===== src/rtl/cv_bus_pkg.sv =====
// Purpose: shared system-bus command codes, bus widths and arbiter state type.
// Latency: n/a (declarations only).
// Backpressure: n/a.
package cv_bus_pkg;

  // System-bus command codes carried on S_CMD
  localparam logic [2:0] SCMD_WRLED = 3'b000;
  localparam logic [2:0] SCMD_WR    = 3'b001;
  localparam logic [2:0] SCMD_RD    = 3'b100;

  // Default bus widths
  localparam int ADDR_W = 40;
  localparam int DATA_W = 8;

  // Arbiter ownership state
  typedef enum logic {
    ST_IDLE = 1'b0,
    ST_OWN  = 1'b1
  } arb_state_t;

endpackage


===== src/rtl/cv_rr_pick.sv =====
// Purpose: rotating priority encoder, first set request at or after ptr (mod N).
// Latency: purely combinational.
// Backpressure: none; valid=0 when no request is set.
module cv_rr_pick
  import cv_bus_pkg::*;
#(
  parameter int N  = 4,
  parameter int IW = $clog2(N)
) (
  input  logic [N-1:0]  req,
  input  logic [IW-1:0] ptr,
  output logic [IW-1:0] pick,
  output logic          valid
);

  // Scan from the farthest offset back toward ptr so the nearest request wins
  always_comb begin
    pick  = '0;
    valid = 1'b0;
    for (int i = N - 1; i >= 0; i--) begin
      if (req[(int'(ptr) + i) % N]) begin
        pick  = IW'((int'(ptr) + i) % N);
        valid = 1'b1;
      end
    end
  end

endmodule


===== src/rtl/cv_sys_bus_arbiter.sv =====
// Purpose: round-robin sharing of one system-bus slave among N_MST masters, grant locked while owner holds REQ.
// Latency: REQ seen at edge k drives S_EX_REQ during cycle k+1; one dead IDLE cycle after each release.
// Backpressure: non-owners simply wait with REQ high; a silent slave is cut off by the watchdog (M_EX_ERR pulse).
module cv_sys_bus_arbiter
  import cv_bus_pkg::*;
#(
  parameter int N_MST  = 4,
  parameter int ADDR_W = cv_bus_pkg::ADDR_W,
  parameter int DATA_W = cv_bus_pkg::DATA_W,
  parameter int TMO    = 255
) (
  input  logic                       CLK,
  input  logic                       RST,
  input  logic [N_MST-1:0]           M_EX_REQ,
  input  logic [N_MST*ADDR_W-1:0]    M_ADDR,
  input  logic [N_MST*3-1:0]         M_CMD,
  input  logic [N_MST*DATA_W-1:0]    M_D_WR,
  output logic [N_MST-1:0]           M_EX_ACK,
  output logic [N_MST-1:0]           M_EX_ERR,
  output logic [DATA_W-1:0]          M_D_RD,
  output logic                       S_EX_REQ,
  output logic [ADDR_W-1:0]          S_ADDR,
  output logic [2:0]                 S_CMD,
  output logic [DATA_W-1:0]          S_D_WR,
  input  logic                       S_EX_ACK,
  input  logic [DATA_W-1:0]          S_D_RD,
  output logic [$clog2(N_MST)-1:0]   GNT_ID,
  output logic                       BUSY
);

  localparam int GW = $clog2(N_MST);
  // Counter wide enough to hold TMO-1 for any TMO including 0
  localparam int TW = $clog2(TMO + 2);

  arb_state_t      state;
  logic [GW-1:0]   gnt;
  logic [GW-1:0]   ptr;
  logic [GW-1:0]   pick;
  logic [GW-1:0]   ptr_next;
  logic            pick_vld;
  logic [TW-1:0]   tmo_cnt;
  logic            own;
  logic            owner_req;
  logic            tmo_hit;

  assign own       = (state == ST_OWN);
  assign owner_req = M_EX_REQ[gnt];
  // An ACK in the last watchdog cycle wins, so the hit requires no ACK
  assign tmo_hit   = (TMO > 0) && !S_EX_ACK && (tmo_cnt == TW'(TMO - 1));
  assign ptr_next  = (pick == GW'(N_MST - 1)) ? '0 : pick + 1'b1;

  cv_rr_pick #(
    .N  (N_MST),
    .IW (GW)
  ) u_pick (
    .req   (M_EX_REQ),
    .ptr   (ptr),
    .pick  (pick),
    .valid (pick_vld)
  );

  // Ownership FSM: arbitrate in IDLE, hold grant in OWN until REQ drops or watchdog fires
  always_ff @(posedge CLK) begin
    if (RST) begin
      state   <= ST_IDLE;
      gnt     <= '0;
      ptr     <= '0;
      tmo_cnt <= '0;
    end else begin
      case (state)
        ST_IDLE: begin
          if (pick_vld) begin
            gnt     <= pick;
            ptr     <= ptr_next;
            state   <= ST_OWN;
            tmo_cnt <= '0;
          end
        end
        ST_OWN: begin
          if (!owner_req) begin
            state   <= ST_IDLE;
            tmo_cnt <= '0;
          end else if (S_EX_ACK) begin
            tmo_cnt <= '0;
          end else if (tmo_hit) begin
            state   <= ST_IDLE;
            tmo_cnt <= '0;
          end else begin
            tmo_cnt <= tmo_cnt + 1'b1;
          end
        end
        default: state <= ST_IDLE;
      endcase
    end
  end

  // Route the owner's fields to the slave and the slave's ACK/timeout back to the owner only
  always_comb begin
    S_EX_REQ = 1'b0;
    S_ADDR   = '0;
    S_CMD    = '0;
    S_D_WR   = '0;
    M_EX_ACK = '0;
    M_EX_ERR = '0;
    if (own) begin
      S_EX_REQ      = owner_req;
      S_ADDR        = M_ADDR[int'(gnt)*ADDR_W +: ADDR_W];
      S_CMD         = M_CMD[int'(gnt)*3 +: 3];
      S_D_WR        = M_D_WR[int'(gnt)*DATA_W +: DATA_W];
      M_EX_ACK[gnt] = S_EX_ACK;
      M_EX_ERR[gnt] = tmo_hit;
    end
  end

  assign M_D_RD = S_D_RD;
  assign GNT_ID = gnt;
  assign BUSY   = own;

  // Slave ACK is a single-cycle pulse per request phase
  ack_single_pulse: assert property (@(posedge CLK) disable iff (RST)
    (S_EX_ACK && S_EX_REQ) |=> !S_EX_ACK);

endmodule


===== config.mk =====
export PLATFORM = sky130hd
export DESIGN_NAME = cv_sys_bus_arbiter
export DESIGN_NICKNAME = d
export VERILOG_FILES = /design/src/rtl/cv_bus_pkg.sv /design/src/rtl/cv_rr_pick.sv /design/src/rtl/cv_sys_bus_arbiter.sv
export SDC_FILE = /design/constraint.sdc
export NUM_CORES = 1
export LEC_CHECK = 0
export CAP_MARGIN = 20
export CORE_AREA = 2 2 114 116
export DETAILED_ROUTE_END_ITERATION = 16
export DIE_AREA = 0 0 116 118
export HOLD_SLACK_MARGIN = 0.03
export PLACE_DENSITY = 0.75
export SETUP_SLACK_MARGIN = 0.02
export SLEW_MARGIN = 20
export SYNTH_ARGS = -nofsm -noshare
export SYNTH_HDL_FRONTEND = slang
export SYNTH_HIERARCHICAL = 1
export SYNTH_SLANG_ARGS = --single-unit

===== constraint.sdc =====
create_clock -name CLK -period 1.4 [get_ports CLK]
set_input_delay 0.14 -clock CLK [delete_from_list [all_inputs] [get_ports CLK]]
set_output_delay 0.14 -clock CLK [all_outputs]
set_load 0.05 [all_outputs]

; ---- Word-level counts from Yosys, hierarchy flattened
; Cells that the tools add are included.
[op_classes]
n_addsub = 5
n_mux = 40
multipliers = 2
bitwise_logic = 6
eq_ne = 3
n_reduce_logical = 7
n_lt_le_gt_ge = 6
shift = 3
[op_table]
columns = operator, count
row1 = 160-bit by 9-bit indexed part select with 40-bit output, 1
row2 = 40-bit two-way mux, 1
row3 = 9-bit two-way mux, 4
row4 = 32-bit by 6-bit indexed part select with 8-bit output, 1
row5 = 1-bit two-way mux, 18
row6 = 9-bit case mux with 2 select lines, 1
row7 = 3-bit by 4-bit < comparator with 1-bit output (second input constant), 3
row8 = 12-bit by 5-bit indexed part select with 3-bit output, 1
row9 = 1-bit binary-select mux with 2-bit select, 5
row10 = 2-bit two-way mux, 5
row11 = 9-bit by 1-bit adder with 9-bit output (second input constant), 1
row12 = 9-bit by 8-bit equality test with 1-bit output (second input constant), 1
row13 = 4-bit bitwise AND, 2
row14 = 4-bit two-way mux, 2
row15 = 8-bit two-way mux, 1
row16 = 2-bit by 3-bit < comparator with 1-bit output (second input constant), 2
row17 = 2-bit OR reduction, 3
row18 = 2-bit by 3-bit multiplier with 5-bit output (second input constant), 1
row19 = 2-bit by 1-bit adder with 2-bit output (second input constant), 2
row20 = 2-bit adder (second input constant), 2
row21 = 2-bit by 2-bit multiplier with 4-bit output (second input constant), 1
row22 = 1-bit bitwise AND (first input constant), 3
row23 = 3-bit two-way mux, 1
row24 = 1-bit demux with 2-bit select, 1
row25 = 8 further kinds, 9
[totals]
word_cells = 76
register_bits = 14

; ---- Logic depth before layout (Yosys ltp)
; Gate-level depths: netlist of the first run.
[depth]
word_depth = 12
mapped_depth = 7
mapped_depth_nobuf = 7

; ---- Cells and area by module
; The synthesis of the first run kept the hierarchy.
[by_module_without_submodules]
columns = mod, area_each_um2, instances, cells_each, seq_area_each_um2
row1 = cv_sys_bus_arbiter, 2462.4, 1, 234, 280.3
row2 = cv_rr_pick, 77.6, 1, 13, 0.0

; ---- Worst setup path before layout of the first run
; Ideal clock, no wire load.
[synth_path]
path_type = flip-flop to output port
from = register state (netlist: BUSY)
to = output port M_EX_ERR[0]
n_path_buf = 1
required_ns = 1.260
path_stages_with_launch = 4
t_arrival_ns = 2.113
setup_slack_ns = -0.853
cell_sequence = dfxtp_1 -> buf_2 -> nand3_1 -> nor3_1
[synth_between]
elab_chain_cells = 1
[synth_lines]
columns = element, line
row1 = from (decl), cv_sys_bus_arbiter.sv:35  ; arb_state_t state;
row2 = from (signal assigned), cv_sys_bus_arbiter.sv:65  ; state <= ST_IDLE;
row3 = from (signal assigned), cv_sys_bus_arbiter.sv:75  ; state <= ST_OWN;
row4 = from (signal assigned), cv_sys_bus_arbiter.sv:81  ; state <= ST_IDLE;
row5 = 4-bit two-way mux, cv_sys_bus_arbiter.sv:105  ; if (own) begin
row6 = to (decl), cv_sys_bus_arbiter.sv:19  ; output logic [N_MST-1:0] M_EX_ERR,
; Every way passes these cells.

; ---- Worst setup path in the final report of the first run
[layout_path]
from = register gnt[0] (netlist: GNT_ID[0])
to = output port S_ADDR[36]
[layout_between]
elab_chain_cells = 3
[layout_lines]
columns = element, line
row1 = from (decl), cv_sys_bus_arbiter.sv:36  ; logic [GW-1:0] gnt;
row2 = from (signal assigned), cv_sys_bus_arbiter.sv:73  ; gnt <= pick;
row3 = 2-bit by 3-bit multiplier with 5-bit output, cv_sys_bus_arbiter.sv:107  ; S_ADDR = M_ADDR[int'(gnt)*ADDR_W +: ADDR_W];
row4 = 160-bit by 9-bit indexed part select with 40-bit output, cv_sys_bus_arbiter.sv:107
row5 = 40-bit two-way mux, cv_sys_bus_arbiter.sv:105
row6 = to (decl), cv_sys_bus_arbiter.sv:22  ; output logic [ADDR_W-1:0] S_ADDR,
; Every way passes these cells.

==> summary.txt, run 1 <==
Routing
  – DRC violations left: 0
  – Total Wirelength: 13.9 mm
  – Number of vias per cell: 4.69
  – Routed metal-1 wire length: 4.91 mm
  – Top routing layer in use: met4
  – Initial drt markers: 153
  – Number of detailed-routing iterations run before antenna repair: 4
  – Post-route antenna net violation count: 0
  – Met2 Routed Length: 7.27 mm
  – DR WL/cell: 19.4 µm
  – Met3 WL post-DR: 1.44 mm
  – Overall via count from detail_route: 3371

STA
  – Fmax: 533 MHz
  – Slew at the pin closest to its max-slew limit: 0.286 ns
  – Endpoints failing hold: 0
  – Clock Skew: 0.00137 ns
  – Max transition margin: 80.9%
  – Fraction of the cycle the final worst path needs: 134%
  – RSZ-0062 raised after global routing: yes
  – Count of endpoints failing setup in the final report: 70
  – Hold_ws: 0.280 ns
  – Worst setup margin: -0.478 ns
  – Number of pins with negative max-slew slack in the final report: 0
  – Period minus WS final: 1.88 ns

CTS
  – Clock sink count: 14
  – Clk Tree Root Cell: sky130_fd_sc_hd__clkbuf_16
  – Clk buf depth: 2
  – Clock input transition at the sequential cells of the worst setup and hold paths: 0.05 ns
  – Cts-stage hold buffer count: 0
  – Number of H-tree branching levels: 1
  – Clk Latency, worst-skew pair: 0.24 ns
  – CTS tree: yes
  – Num CTS Buffers: 3

Layout
  – Nets: 769
  – Fraction of final layout cells with drive strength greater than 1: 46.5%
  – Utilization after layout: 51.9%
  – ANT cells: 0
  – Area grow syn2layout: 154%

Synthesis
  – Share of the synthesized area in the top cell type: 45.2%
  – Post-synth top cells: 53 x sky130_fd_sc_hd__and2_1, 51 x sky130_fd_sc_hd__mux4_2, 19 x sky130_fd_sc_hd__nor2_1
  – Warnings, synthesis: 6
  – Count of flip-flops with a built-in enable after synthesis: 0
  – Sequential element share of the synthesized area: 11.0%
  – Post-synth cell types: 35
  – Top cell type by total area after synthesis: sky130_fd_sc_hd__mux4_2
  – Number of nets in the synthesized netlist: 469
  – Netlist area before placement: 2540 µm²
  – Instance count of the mapped netlist: 247
  – Mean Syn Cell Area: 10.3 µm²
  – Leading register cell type out of synthesis: sky130_fd_sc_hd__dfxtp_1
  – Most used standard cell by instance count after synthesis: sky130_fd_sc_hd__and2_1
  – Dominant cells by area after synthesis: sky130_fd_sc_hd__mux4_2 45%, sky130_fd_sc_hd__and2_1 13%, sky130_fd_sc_hd__dfxtp_1 11%, sky130_fd_sc_hd__nor2_1 2.8%, sky130_fd_sc_hd__mux2i_1 2.8%
  – Register bit count reported by yosys: 14
  – Fraction of registers with async set/reset: 0%

Placed design
  – Input/output buffers: 273
  – Final Wtd Congestion: 0.916
  – Half-perimeter wire length after detailed placement: 11.1 mm

GRT
  – Vias in the first global route: 3675
  – Antenna violations before repair: 0
  – Pin count of the biggest net entering global routing: 24
  – First-pass GRT wire length: 20.2 mm
  – GRT overflow: 0
  – Combined global-route utilization of all metal layers: 18.9%

Critical path
  – Cell with the largest stage delay on the worst path: sky130_fd_sc_hd__mux4_2
  – Signal arrival time at the worst endpoint: 1.74 ns
  – Category of the worst setup path capture point: output port
  – Worst Path Required: 1.26 ns
  – Cell family contributing the most delay on the critical path: multiplexers
  – Slack of the worst reg-to-reg path: -0.32 ns
  – Category of the most critical setup path: reg2out
  – List of cells traversed by the critical path: buf_12 > clkbuf_16 > mux4_2 > and2_4 > buf_6
  – Worst stage delay on the critical path: 0.49 ns
  – Highest fanout seen on the critical path: 5
  – Buffers plus inverters on the worst setup path: 3
  – Sort of element at the start of the critical path: register

Floorplan
  – Top-level port count: 290
  – FP Rows: 41
  – Die boundary width: 116 µm
  – Die H: 118 µm
  – Floorplan Core Area: 12400 µm²
  – Initial cell density of the core: 20.5%
  – Die outline area: 13700 µm²

Power
  – Power density over the cells: 663 nW/µm²
  – Worst voltage drop across the vdd grid: 0.567 mV
  – Static leakage power: 2.44 nW

Worst hold path
  – Worst min path class: in2out

Job
  – Max-capacitance violation count: 0

Status
  – Failing checks: setup timing
  – Status: finished, violations left
## final timing paths
path / start / to / depth (start not counted)
max reg2reg: GNT_ID[0] / BUSY / 8
min reg2reg: ptr[0] / ptr[0] / 2
min: S_D_RD[2] / M_D_RD[2] / 0
max: GNT_ID[0] / S_ADDR[36] / 5
## worst register-to-register path, stage by stage (launching register included)
cell	delay, ns
sky130_fd_sc_hd__dfxtp_4	0.42
sky130_fd_sc_hd__buf_12	0.17
sky130_fd_sc_hd__buf_6	0.11
sky130_fd_sc_hd__mux2i_2	0.22
sky130_fd_sc_hd__o22ai_2	0.12
sky130_fd_sc_hd__buf_4	0.15
sky130_fd_sc_hd__buf_6	0.12
sky130_fd_sc_hd__a21boi_1	0.12
sky130_fd_sc_hd__o21ba_2	0.18
## layout by cell type (no fill, tap or decap), drive strengths merged, types with 4 or more instances in the layout
master | Yosys | final
and2 | 53 | 53
buf | 24 | 114
mux4 | 51 | 51
clkdlybuf4s50 | 0 | 206
nor2 | 19 | 19
nand2b | 5 | 5
nand3 | 4 | 4
o211ai | 5 | 5
dfxtp | 14 | 14
a21oi | 7 | 7
clkbuf | 7 | 5
mux2i | 7 | 7
nand2 | 18 | 18
inv | 4 | 4
## cell type report
| type | instances | area, µm² |
|---|---|---|
| sequential | 14 | 302 |
| tap | 172 | 215 |
| multi-input combinational | 199 | 2330 |
| fill | 1103 | 5970 |
| inverter | 4 | 15.0 |
| clock buffer | 4 | 78.8 |
| timing repair buffer | 325 | 3510 |
## routing by layer
metal  GRT usage [%]  vias up
li1                -     1538
met1            20.4     1643
met2            34.7      168
met3            6.69       22
met4            4.69        0
met5               0        -
## flip-flops by register name (all words and copies together), names as in the netlist
| register | cells |
|---|---|
| ptr | 2 |
| BUSY | 1 |
| GNT_ID | 2 |
| tmo_cnt | 9 |
## power breakdown
group	switching [W]	internal, W
registers	0.0000490	0.000428
clock network	0.000172	0.000386
logic	0.00143	0.00181
## timing repair
item,in CTS,in global routing
gates cloned,2,2
setup buffers,9,6
gates resized for setup,81,18
endpoints found under the setup margin,72,73
pin swaps,6,6
## cells by family after synthesis
family | synth area share, %
multiplexers | 48.0
AO/OA/AOI/OAI | 7.04
AND/OR/NAND/NOR | 24.1
flip-flops | 11.0
buffers and inverters | 8.37
adder cells (fa/ha/maj) | 1.48
## through the flow
step | TNS (ns) | std cells | cell area, µm² | setup slack, ns | total power, W
floorplan | -13.33 | 247 | 2810 | -0.296 | 0.00229
global placement | -12.83 | 698 | 5840 | -0.282 | 0.00334
detailed placement | -14.05 | 698 | 5840 | -0.308 | 0.00338
CTS | -29.08 | 713 | 6350 | -0.507 | 0.00425
global route | -30.57 | 718 | 6440 | -0.521 | 0.00445
finish | -26.24 | 718 | 6440 | -0.478 | 0.00427
Note: power is estimated with default switching activity, not from simulation.
==> inputs of run 2 (changes only) <==
- PLACE_DENSITY: 0.75 -> 0.72
- SETUP_SLACK_MARGIN: 0.02 -> 0.3
- clock period: 1.4 -> 1.9 ns (I/O delays scaled with it)
==> run 2 against run 1 <==
Net effect:
- the run still ends with setup timing left
- sequential cell count is the same
- clock-buffer cell count stayed put
- sequential power down 29%
- critical endpoint is now S_D_WR[6]
- design area decreased by 0.95%
- clock skew up 0.0016 ns
- combinational power decreased by 26%
- non-clock buffer count fell by 12
- critical path depth unchanged
==> summary.txt, run 2 (synthesis gave the netlist of run 1 again) <==
Status
  – Status: finished, violations left (unchanged)
  – Failing checks: setup timing (unchanged)

STA
  – Max transition margin: 69.6% (was 80.9%)
  – Count of endpoints failing setup in the final report: 41 (was 70)
  – Clock Skew: 0.00300 ns (was 0.00137 ns)
  – Worst setup margin: -0.0584 ns (was -0.478 ns)
  – Fmax: 511 MHz
  – Period minus WS final: 1.96 ns
  – Endpoints failing hold: 0 (unchanged)
  – Hold_ws: 0.380 ns (was 0.280 ns)
  – Fraction of the cycle the final worst path needs: 103%
  – Slew at the pin closest to its max-slew limit: 0.456 ns (was 0.286 ns)
  – Number of pins with negative max-slew slack in the final report: 0 (unchanged)
  – RSZ-0062 raised after global routing: yes (unchanged)

Placed design
  – Half-perimeter wire length after detailed placement: 11.0 mm (was 11.1 mm)
  – Post-placement cell area: 5650 µm² (was 5840 µm²)
  – Input/output buffers: 273 (unchanged)
  – Final Wtd Congestion: 0.961 (was 0.916)

Critical path
  – Category of the most critical setup path: reg2out (unchanged)
  – Worst stage delay on the critical path: 0.50 ns (was 0.49 ns)
  – Buffers plus inverters on the worst setup path: 3 (unchanged)
  – Cells on worst reg2reg path: 9 (was 8)
  – Cell with the largest stage delay on the worst path: sky130_fd_sc_hd__mux4_2 (unchanged)
  – Startpoint of the worst-slack reg-to-reg timing path: GNT_ID[0] (unchanged)
  – Cell family contributing the most delay on the critical path: multiplexers (unchanged)
  – Slack of the worst reg-to-reg path: 0.05 ns (was -0.32 ns)
  – Sort of element at the start of the critical path: register (unchanged)
  – Signal arrival time at the worst endpoint: 1.77 ns (was 1.74 ns)
  – List of cells traversed by the critical path: buf_12 > buf_16 > mux4_2 > and2_4 > buf_6 (was buf_12 > clkbuf_16 > mux4_2 > and2_4 > buf_6)
  – Highest fanout seen on the critical path: 7 (was 5)
  – Worst Path Required: 1.71 ns (was 1.26 ns)
  – RR Endpoint: BUSY (unchanged)
  – Category of the worst setup path capture point: output port (unchanged)

Floorplan
  – Top-level port count: 290 (unchanged)
  – Initial cell density of the core: 20.5% (unchanged)
  – Die H: 118 µm (unchanged)
  – Die outline area: 13700 µm² (unchanged)
  – Floorplan Core Area: 12400 µm² (unchanged)
  – FP Rows: 41 (unchanged)
  – Die boundary width: 116 µm (unchanged)

Routing
  – DRC violations left: 0 (unchanged)
  – Post-route antenna net violation count: 0 (unchanged)
  – Overall via count from detail_route: 3319 (was 3371)
  – Total Wirelength: 14.1 mm (was 13.9 mm)
  – Number of vias per cell: 4.71 (was 4.69)
  – Number of detailed-routing iterations run before antenna repair: 4 (unchanged)
  – Initial drt markers: 176 (was 153)
  – DR WL/cell: 19.9 µm (was 19.4 µm)

Layout
  – Area grow syn2layout: 151% (was 154%)
  – Footprint of the flip-flops and latches: 307 µm² (was 302 µm²)
  – Area of the multi-input gates: 2280 µm² (was 2330 µm²)
  – Commonest non-fill, non-tap cell in the layout: sky130_fd_sc_hd__clkdlybuf4s50_1 (unchanged)
  – Largest register FFs: 9 (unchanged)
  – ANT cells: 0 (unchanged)
  – Most flop-heavy register: tmo_cnt (unchanged)
  – Fraction of final layout cells with drive strength greater than 1: 44.1% (was 46.5%)
  – Most frequent cells in the layout: 208 x sky130_fd_sc_hd__clkdlybuf4s50_1, 55 x sky130_fd_sc_hd__buf_6, 51 x sky130_fd_sc_hd__mux4_2, 51 x sky130_fd_sc_hd__and2_4, 18 x sky130_fd_sc_hd__buf_4 (was 206 x sky130_fd_sc_hd__clkdlybuf4s50_1, 56 x sky130_fd_sc_hd__buf_6, 51 x sky130_fd_sc_hd__mux4_2, 51 x sky130_fd_sc_hd__and2_4, 32 x sky130_fd_sc_hd__buf_4)
  – Post-layout instance area: 6380 µm² (was 6440 µm²)
  – Nets: 756 (was 769)
  – FILL cells: 1107 (was 1103)

GRT
  – Antenna violations before repair: 0 (unchanged)
  – GRT overflow: 0 (unchanged)
  – Combined global-route utilization of all metal layers: 19.0% (was 18.9%)
  – Vias in the first global route: 3479 (was 3675)
  – Pin count of the biggest net entering global routing: 32 (was 24)
  – First-pass GRT wire length: 20.0 mm (was 20.2 mm)

Power
  – Static leakage power: 2.38 nW (was 2.44 nW)
  – Power density over the cells: 494 nW/µm² (was 663 nW/µm²)
  – Worst voltage drop across the vdd grid: 0.291 mV (was 0.567 mV)

CTS
  – Num CTS Buffers: 3 (unchanged)
  – Clk buf depth: 2 (unchanged)
  – CTS tree: yes (unchanged)
  – Clock input transition at the sequential cells of the worst setup and hold paths: 0.04 ns (was 0.05 ns)
  – Clk Latency, worst-skew pair: 0.25 ns (was 0.24 ns)
  – Cts-stage hold buffer count: 0 (unchanged)
  – Number of H-tree branching levels: 1 (unchanged)
  – Clock sink count: 14 (unchanged)
  – Clk Tree Root Cell: sky130_fd_sc_hd__clkbuf_16 (unchanged)

Worst hold path
  – Min-Delay Path Depth: 0 (unchanged)
  – Worst Hold Endpoint: M_D_RD[2] (unchanged)
  – Worst min path class: in2out (unchanged)
  – Min-delay src: S_D_RD[2] (unchanged)

Job
  – Max-capacitance violation count: 0 (unchanged)
[run 2: changes by cell type in the layout (fill, tap and decap cells not counted), moves of 4 or more]
| cell | before | now |
|---|---|---|
| sky130_fd_sc_hd__buf_8 | 2 | 6 |
| sky130_fd_sc_hd__buf_12 | 24 | 16 |
| sky130_fd_sc_hd__buf_4 | 32 | 18 |
| sky130_fd_sc_hd__buf_16 | 0 | 6 |
[run 2: cell type report]
class                   instances  area share (%)
clock buffers                   4            1.24
inverters                       4           0.235
multi-input cells             198            35.8
flip-flops and latches         14            4.80
well taps                     172            3.37
repair buffers                313            54.6
[run 2: routing by layer]
metal  global-route usage (%)  up-vias  share of wire, %
li1                         -     1516                 -
met1                     22.4     1608                38
met2                     33.8      167                50
met3                     3.81       28               8.2
met4                     6.55        0               3.1
met5                        0        -                 0
[run 2: timing repair]
item,CTS,global route
cloned,4,2
pin swaps,12,9
gates resized for setup,68,25
buffers inserted,15,5
setup endpoints to repair,65,69
[run 2: how the worst max path moves through the flow]
stage          slack (ns)  cells past startpoint           to        from
3_5_place_dp         0.02                      5  M_EX_ERR[0]    S_EX_ACK
5_1_grt             -0.11                      5   S_ADDR[17]   GNT_ID[0]
6_report            -0.06                      5    S_D_WR[6]   GNT_ID[0]
2_1_floorplan        0.13                      4  M_EX_ERR[0]  tmo_cnt[6]
3_3_place_gp         0.03                      5  M_EX_ERR[0]    S_EX_ACK
4_1_cts             -0.11                      4   S_ADDR[36]   GNT_ID[0]
[run 2: power by group]
part | switching, W | total, W | internal, W
Clock | 0.000124 | 0.000408 | 0.000284
Sequential | 0.0000299 | 0.000337 | 0.000307
Combinational | 0.00106 | 0.00241 | 0.00135
Total | 0.00122 | 0.00315 | 0.00194
[run 2: stage by stage]
stage | instances | setup WS (ns) | TNS (ns) | total power [W] | utilization, %
finish | 705 | -0.0584 | -1.18 | 0.00315 | 51.4
global route | 705 | -0.108 | -3.39 | 0.00328 | 51.4
CTS | 698 | -0.107 | -3.06 | 0.00308 | 49.9
detailed placement | 675 | 0.0175 | 0 | 0.00244 | 45.5
global placement | 675 | 0.0262 | 0 | 0.00242 | 45.5
floorplan | 247 | 0.135 | 0 | 0.00168 | -
==> inputs of run 3 (changes only) <==
- RECOVER_POWER: unset -> 25
==> results of run 3 <==
The final DEF is identical to that of run 2; final timing and power are the same.
